File: src/rtl/sample_framer_pkg.sv
// rtl/sample_framer_pkg.sv - shared state encoding and sizing helpers for the sample framer
package sample_framer_pkg;

  typedef enum logic [1:0] {
    HUNT  = 2'd0,
    HI    = 2'd1,
    LO    = 2'd2,
    DRAIN = 2'd3
  } framer_state_t;

  localparam logic [7:0] DEFAULT_SYNC_BYTE = 8'hA5;
  localparam int         DEFAULT_NUM_UNITS = 4;

  // Index width for a buffer of 'units' words; never narrower than one bit.
  function automatic int word_idx_width(input int units);
    return (units > 1) ? $clog2(units) : 1;
  endfunction

  localparam int WORD_IDX_W = word_idx_width(DEFAULT_NUM_UNITS);

endpackage

File: src/rtl/sample_framer_timeout.sv
// rtl/sample_framer_timeout.sv - loadable idle counter with terminal-count outputs
module frame_timeout_counter #(
  parameter int LIMIT = 1000,
  parameter int CNT_W = $clog2(LIMIT + 1)
) (
  input  logic             clk,
  input  logic             rst_n,
  input  logic             clear,
  input  logic             enable,
  input  logic             load,
  input  logic [CNT_W-1:0] load_value,
  output logic             terminal,
  output logic             terminal_next
);

  localparam logic [CNT_W-1:0] TC    = CNT_W'(LIMIT - 1);
  localparam logic [CNT_W-1:0] TC_M1 = CNT_W'(LIMIT - 2);

  logic [CNT_W-1:0] count;

  // Idle counter: clear wins, then load, then count up and hold at terminal.
  always_ff @(posedge clk or negedge rst_n) begin
    if (!rst_n) begin
      count <= '0;
    end else if (clear) begin
      count <= '0;
    end else if (load) begin
      count <= load_value;
    end else if (enable && (count != TC)) begin
      count <= count + CNT_W'(1);
    end
  end

  // terminal_next lets the owner register a pulse that lines up with terminal.
  assign terminal      = (count == TC);
  assign terminal_next = enable && !clear && !load && (count == TC_M1);

endmodule

File: src/rtl/sample_framer.sv
// rtl/sample_framer.sv - sync hunt, word assembly into a frame buffer, burst drain of whole frames
module sample_framer
  import sample_framer_pkg::*;
#(
  parameter int         NUM_UNITS      = DEFAULT_NUM_UNITS,
  parameter int         DATA_WIDTH     = 16,
  parameter logic [7:0] SYNC_BYTE      = DEFAULT_SYNC_BYTE,
  parameter int         TIMEOUT_CYCLES = 1000
) (
  input  logic                  clk,
  input  logic                  rst_n,
  input  logic [7:0]            byte_in,
  input  logic                  byte_valid,
  output logic                  byte_ready,
  output logic [DATA_WIDTH-1:0] sample_out,
  output logic                  write_sample_out,
  output logic                  frame_done,
  output logic                  frame_error,
  output logic                  overrun,
  output logic [7:0]            error_count
);

  localparam int               IDX_W = word_idx_width(NUM_UNITS);
  localparam logic [IDX_W-1:0] LAST  = IDX_W'(NUM_UNITS - 1);

  framer_state_t         state, state_next;
  logic [IDX_W-1:0]      word_idx, word_idx_next;
  logic [IDX_W-1:0]      rd_idx, rd_idx_next, rd_idx_inc;
  logic [7:0]            hi_q, hi_next;
  logic [DATA_WIDTH-1:0] frame_buf [NUM_UNITS];
  logic [DATA_WIDTH-1:0] sample_next;
  logic                  write_next, done_next, buf_we;
  logic                  accept, in_frame, timeout, timeout_next;

  assign byte_ready = (state != DRAIN);
  assign accept     = byte_valid && byte_ready;
  assign in_frame   = (state == HI) || (state == LO);
  assign rd_idx_inc = rd_idx + IDX_W'(1);

  frame_timeout_counter #(
    .LIMIT (TIMEOUT_CYCLES)
  ) u_timeout (
    .clk           (clk),
    .rst_n         (rst_n),
    .clear         (!in_frame || accept),
    .enable        (in_frame),
    .load          (1'b0),
    .load_value    ('0),
    .terminal      (timeout),
    .terminal_next (timeout_next)
  );

  // Next-state decode; write strobe and word are computed one cycle ahead so the outputs stay registered.
  always_comb begin
    state_next    = state;
    word_idx_next = word_idx;
    rd_idx_next   = rd_idx;
    hi_next       = hi_q;
    buf_we        = 1'b0;
    write_next    = 1'b0;
    done_next     = 1'b0;
    sample_next   = sample_out;
    case (state)
      HUNT: begin
        if (accept && (byte_in == SYNC_BYTE)) begin
          state_next    = HI;
          word_idx_next = '0;
        end
      end
      HI: begin
        if (timeout) begin
          state_next = HUNT;
        end else if (accept) begin
          hi_next    = byte_in;
          state_next = LO;
        end
      end
      LO: begin
        if (timeout) begin
          state_next = HUNT;
        end else if (accept) begin
          buf_we = 1'b1;
          if (word_idx == LAST) begin
            state_next  = DRAIN;
            rd_idx_next = '0;
            write_next  = 1'b1;
            done_next   = (NUM_UNITS == 1);
            sample_next = (NUM_UNITS == 1) ? {hi_q, byte_in} : frame_buf[0];
          end else begin
            word_idx_next = word_idx + IDX_W'(1);
            state_next    = HI;
          end
        end
      end
      DRAIN: begin
        if (rd_idx == LAST) begin
          state_next = HUNT;
        end else begin
          rd_idx_next = rd_idx_inc;
          write_next  = 1'b1;
          done_next   = (rd_idx_inc == LAST);
          sample_next = frame_buf[rd_idx_inc];
        end
      end
      default: state_next = HUNT;
    endcase
  end

  // State register.
  always_ff @(posedge clk or negedge rst_n) begin
    if (!rst_n) begin
      state <= HUNT;
    end else begin
      state <= state_next;
    end
  end

  // Indices, held high byte and registered outputs; reset kills any drain in progress.
  always_ff @(posedge clk or negedge rst_n) begin
    if (!rst_n) begin
      word_idx         <= '0;
      rd_idx           <= '0;
      hi_q             <= '0;
      sample_out       <= '0;
      write_sample_out <= 1'b0;
      frame_done       <= 1'b0;
      frame_error      <= 1'b0;
      overrun          <= 1'b0;
      error_count      <= '0;
    end else begin
      word_idx         <= word_idx_next;
      rd_idx           <= rd_idx_next;
      hi_q             <= hi_next;
      sample_out       <= sample_next;
      write_sample_out <= write_next;
      frame_done       <= done_next;
      frame_error      <= timeout_next;
      if (byte_valid && !byte_ready) begin
        overrun <= 1'b1;
      end
      if (timeout_next && (error_count != 8'hFF)) begin
        error_count <= error_count + 8'd1;
      end
    end
  end

  // Frame buffer: contents only matter once a full frame has been captured.
  always_ff @(posedge clk) begin
    if (buf_we) begin
      frame_buf[word_idx] <= {hi_q, byte_in};
    end
  end

endmodule

File: config.mk
export PLATFORM = sky130hd
export DESIGN_NAME = sample_framer
export DESIGN_NICKNAME = d
export VERILOG_FILES = /design/src/rtl/sample_framer_pkg.sv /design/src/rtl/sample_framer_timeout.sv /design/src/rtl/sample_framer.sv
export SDC_FILE = /design/constraint.sdc
export NUM_CORES = 1
export LEC_CHECK = 0
export ABC_AREA = 1
export BUFFER_PORTS_ARGS = -buffer_cell sky130_fd_sc_hd__buf_4
export CORE_ASPECT_RATIO = 0.7
export CORE_MARGIN = 4
export CORE_UTILIZATION = 56
export CTS_BUF_LIST = sky130_fd_sc_hd__clkbuf_4
export DETAILED_ROUTE_END_ITERATION = 8
export PLACE_DENSITY = 0.75
export SLEW_MARGIN = 25
export SYNTH_ARGS = -nofsm -noshare
export SYNTH_HDL_FRONTEND = slang
export SYNTH_SLANG_ARGS = --single-unit
File: constraint.sdc
create_clock -name clk -period 7 [get_ports clk]
set_input_delay 0.35 -clock clk [delete_from_list [all_inputs] [get_ports clk]]
set_output_delay 0.35 -clock clk [all_outputs]
set_load 0.1 [all_outputs]
==> impl_results.md <==
- Ant. Diodes: 0
- Crit path DAT: 3.72 ns
- Num CTS Buffers: 17
- Port Buffers: 39
- # resized after CTS: 0
- Crit path kind: reg -> reg
- Via count: 3,552
- Unrepaired setup endpoints after global routing: no
- H-tree depth: 4
- Mapped Cells: 480
- Max-cap violations: 0
- DIE AREA: 0.01097 mm2
- Post-route cell area: 0.005894 mm2
- Antenna violations before repair: 0
- DPL Wire Length: 7233 um
- Final period util: 0.4739
- Status: completed
- CTS Buffer Depth: 2
- Internal power: 1.302 mW
- Fraction of registers with async set/reset: 0.4483
- Worst VDD drop: 0.0001945 V
- CTS sink count: 116
- Num rows: 29
- Sw Ratio: 0.4348
- Startpoint Class: flip-flop
- Hold path cells: 1
- CP cell instances: clkinv_1 -> ha_1 -> inv_2 -> nor2_1 -> nand2_1 -> o211ai_1 -> o21ai_2
- Synthesized area: 0.005229 mm2
- Layout cell share with drive strength beyond 1: 0.2261
- Tot Pwr: 2.303 mW
- Worst-Margin Slew: 0.9002 ns
- Clock Latency Late Sink: 0.51 ns
- Synth area leader: edfxtp_1
- CORE AREA: 0.009071 mm2
- Clk slew on worst S/H paths: 0.09 ns
- Area of the multi-input gates: 0.001753 mm2
- Commonest cells post-synth: nand2_1, edfxtp_1, dfrtp_1, nand3_1, nor2_1
- Drt first pass iters: 5
- Number of vias per cell: 5.317
- Clock Skew: 0.01415 ns
- Post-synth cell types: 41
- Utilization after layout: 0.6498
- F_max: 0.3014 GHz
- Sequential cell area: 0.003223 mm2
- WL final: 10,330 um
- Io pins: 40
- Flop-to-flop setup slack: 3.68 ns
- Routability cong.: 0.8401
- FF-to-FF path depth: 7
- Comb power frac: 0.377
- Largest net degree at the start of global routing: 53
- Die H: 88.85 um
- Postcts setup bufs: 0
- Worst hold path type: in -> reg
- Worst Path Max Fanout: 22
- Synth area leaders: edfxtp_1, dfrtp_1, nand2_1
- GRT Total Usage: 0.2127
- Combinational family with the most area after synthesis: simple AND/OR/NAND/NOR gates
- Slew headroom: 0.3976
- Remaining DRCs: 0
- Most frequent cell after synthesis: nand2_1
- Overflow after GRT: 0
- Critical Path RT: 7.40 ns
- Hold path start: byte_in[4]
- Hold EP: frame_buf[1][4]
- Layout area overhead: 12.73%
- Final setup vio count: 0
- Cell Area, Placed: 0.005597 mm2
- Final hold vios: 0
- Clock Tree Root: clkbuf_4
- Die Width: 123.5 um
- Crit end category: flip-flop
- DR iter-0 viols: 319
- EDFF count, synth: 64
- Clock network power share: 0.212
- Fill count: 710
- Post-Syn Area per Cell: 10.89 um2
- Seq/Total Area, Yosys: 0.6164
- Pins over their slew limit: 0
- Max stage delay cell, worst path: dfrtp_1
- Vias in the first global route: 3,403
- CP max stage delay: 0.84 ns
- Synth top area share: 0.3676
- Sequential power share: 0.411
- Mux cell area share after synthesis: 0
- Reg2Reg Launch Point: rd_idx[0]
- First-pass GRT wire length: 17,200 um
- Ys flop type: edfxtp_1
- Syn_nets: 505
- Final nets: 556
- Initial Util: 0.5764
- Tmin final: 3.318 ns
- Power per cell area: 390.8 mW/mm2
- Adder-Cell Fraction of Synth Area: 0.03350
- Avg WL per Cell: 15.47 um
- Compound-gate portion of the synthesized area: 0.07873
- Routed Antenna Nets: 0
- Number of synthesized register bits: 116
- RR Endpoint: sample_out[4]
- P_leak: 2.494 nW
- Post-synthesis simple-gate area fraction: 0.2113
- Ys Warns: 0
- Setup TNS: 0 ns
- Clock tree from TritonCTS: yes
- P_sw: 1.002 mW
- XOR/XNOR Fraction of Synth Area: 0.01173
==> timing repair <==
item / CTS / global route
endpoints found under the hold margin: 52 / 0
setup endpoints to repair: 0 / 0
hold buffers: 1 / 0
==> sequential cells by signal (all words and copies together), names as in the netlist <==
register,cells
frame_buf,64
frame_error,1
sample_out,16
state,2
frame_done,1
u_timeout.count,10
word_idx,2
error_count,8
hi_q,8
overrun,1
write_sample_out,1
rd_idx,2
==> cell type report <==
| type | instances | share of cell area |
|---|---|---|
| clock buffers | 20 | 0.02547 |
| multi-input cells | 314 | 0.2974 |
| clock inverters | 12 | 0.02335 |
| well taps | 124 | 0.02632 |
| flip-flops and latches | 116 | 0.5468 |
| repair buffers | 44 | 0.05646 |
| inverters | 38 | 0.02420 |
==> worst max path at each step <==
| stage | from | endpoint | slack (ns) | cells past startpoint |
|---|---|---|---|---|
| 3_3_place_gp | rd_idx[0] | sample_out[6] | 3.82 | 7 |
| 3_5_place_dp | rd_idx[0] | sample_out[8] | 3.71 | 7 |
| 5_1_grt | rd_idx[0] | sample_out[7] | 3.31 | 7 |
| 2_1_floorplan | state[0] | frame_buf[0][0] | 4.64 | 8 |
| 4_1_cts | rd_idx[0] | sample_out[4] | 3.70 | 7 |
| 6_report | rd_idx[0] | sample_out[4] | 3.68 | 7 |
==> critical path, delay by kind of cell, from the launching register on <==
family,cells,cell delay (ns)
simple gates,2,0.81
buf+inv,2,0.70
fa+ha+maj,1,0.62
flops,1,0.84
compound gates,2,0.23
==> layout by cell type (no fill, tap or decap), types with 3 or more instances in the layout <==
cell	count
a21oi_1	11
buf_4	43
bufinv_16	3
clkbuf_4	20
clkinv_1	5
clkinvlp_4	3
dfrtp_1	52
edfxtp_1	64
ha_1	14
inv_1	32
inv_2	5
nand2_1	116
nand2_2	19
nand2_4	4
nand3_1	38
nand4_1	3
nor2_1	34
nor2_4	3
nor3_1	3
o211ai_1	14
o21ai_0	13
o21ai_1	4
o21ai_2	12
xor2_1	6
==> stage by stage <==
stage | std cells | worst slack, ns | hold WS [ns]
floorplan | 480 | 4.642 | 0.05441
global placement | 635 | 3.817 | 0.4358
detailed placement | 635 | 3.708 | 0.4467
CTS | 668 | 3.700 | 0.02635
global route | 668 | 3.314 | 0.001599
finish | 668 | 3.682 | 0.06559
==> cell families (layout without fill, tap and decap cells) <==
group | Yosys count | in the layout
DFF | 116 | 116
adders and majority gates | 14 | 14
xor gates and xnor gates | 7 | 7
AOI/OAI and AO/OA | 61 | 61
buffers and inverters | 50 | 114
and+or+nand+nor | 232 | 232
==> power by group through the flow <==
stage	sequential, mW	combinational [mW]	clock (mW)
after CTS	0.946	0.874	0.497
after global routing	0.960	0.938	0.532
after detailed placement	0.960	0.871	0
after floorplan	1.26	0.403	0
after global placement	0.954	0.855	0
final	0.946	0.869	0.488
==> per-layer routing <==
layer | vias to the layer above | routed length (um) | GRT usage
li1 | 1733 | - | -
met1 | 1690 | 4853 | 0.3020
met2 | 117 | 4576 | 0.3141
met3 | 12 | 774 | 0.07284
met4 | 0 | 129 | 0.06131
met5 | - | 0 | 0
No activity file was read; power rests on OpenSTA's default activity.
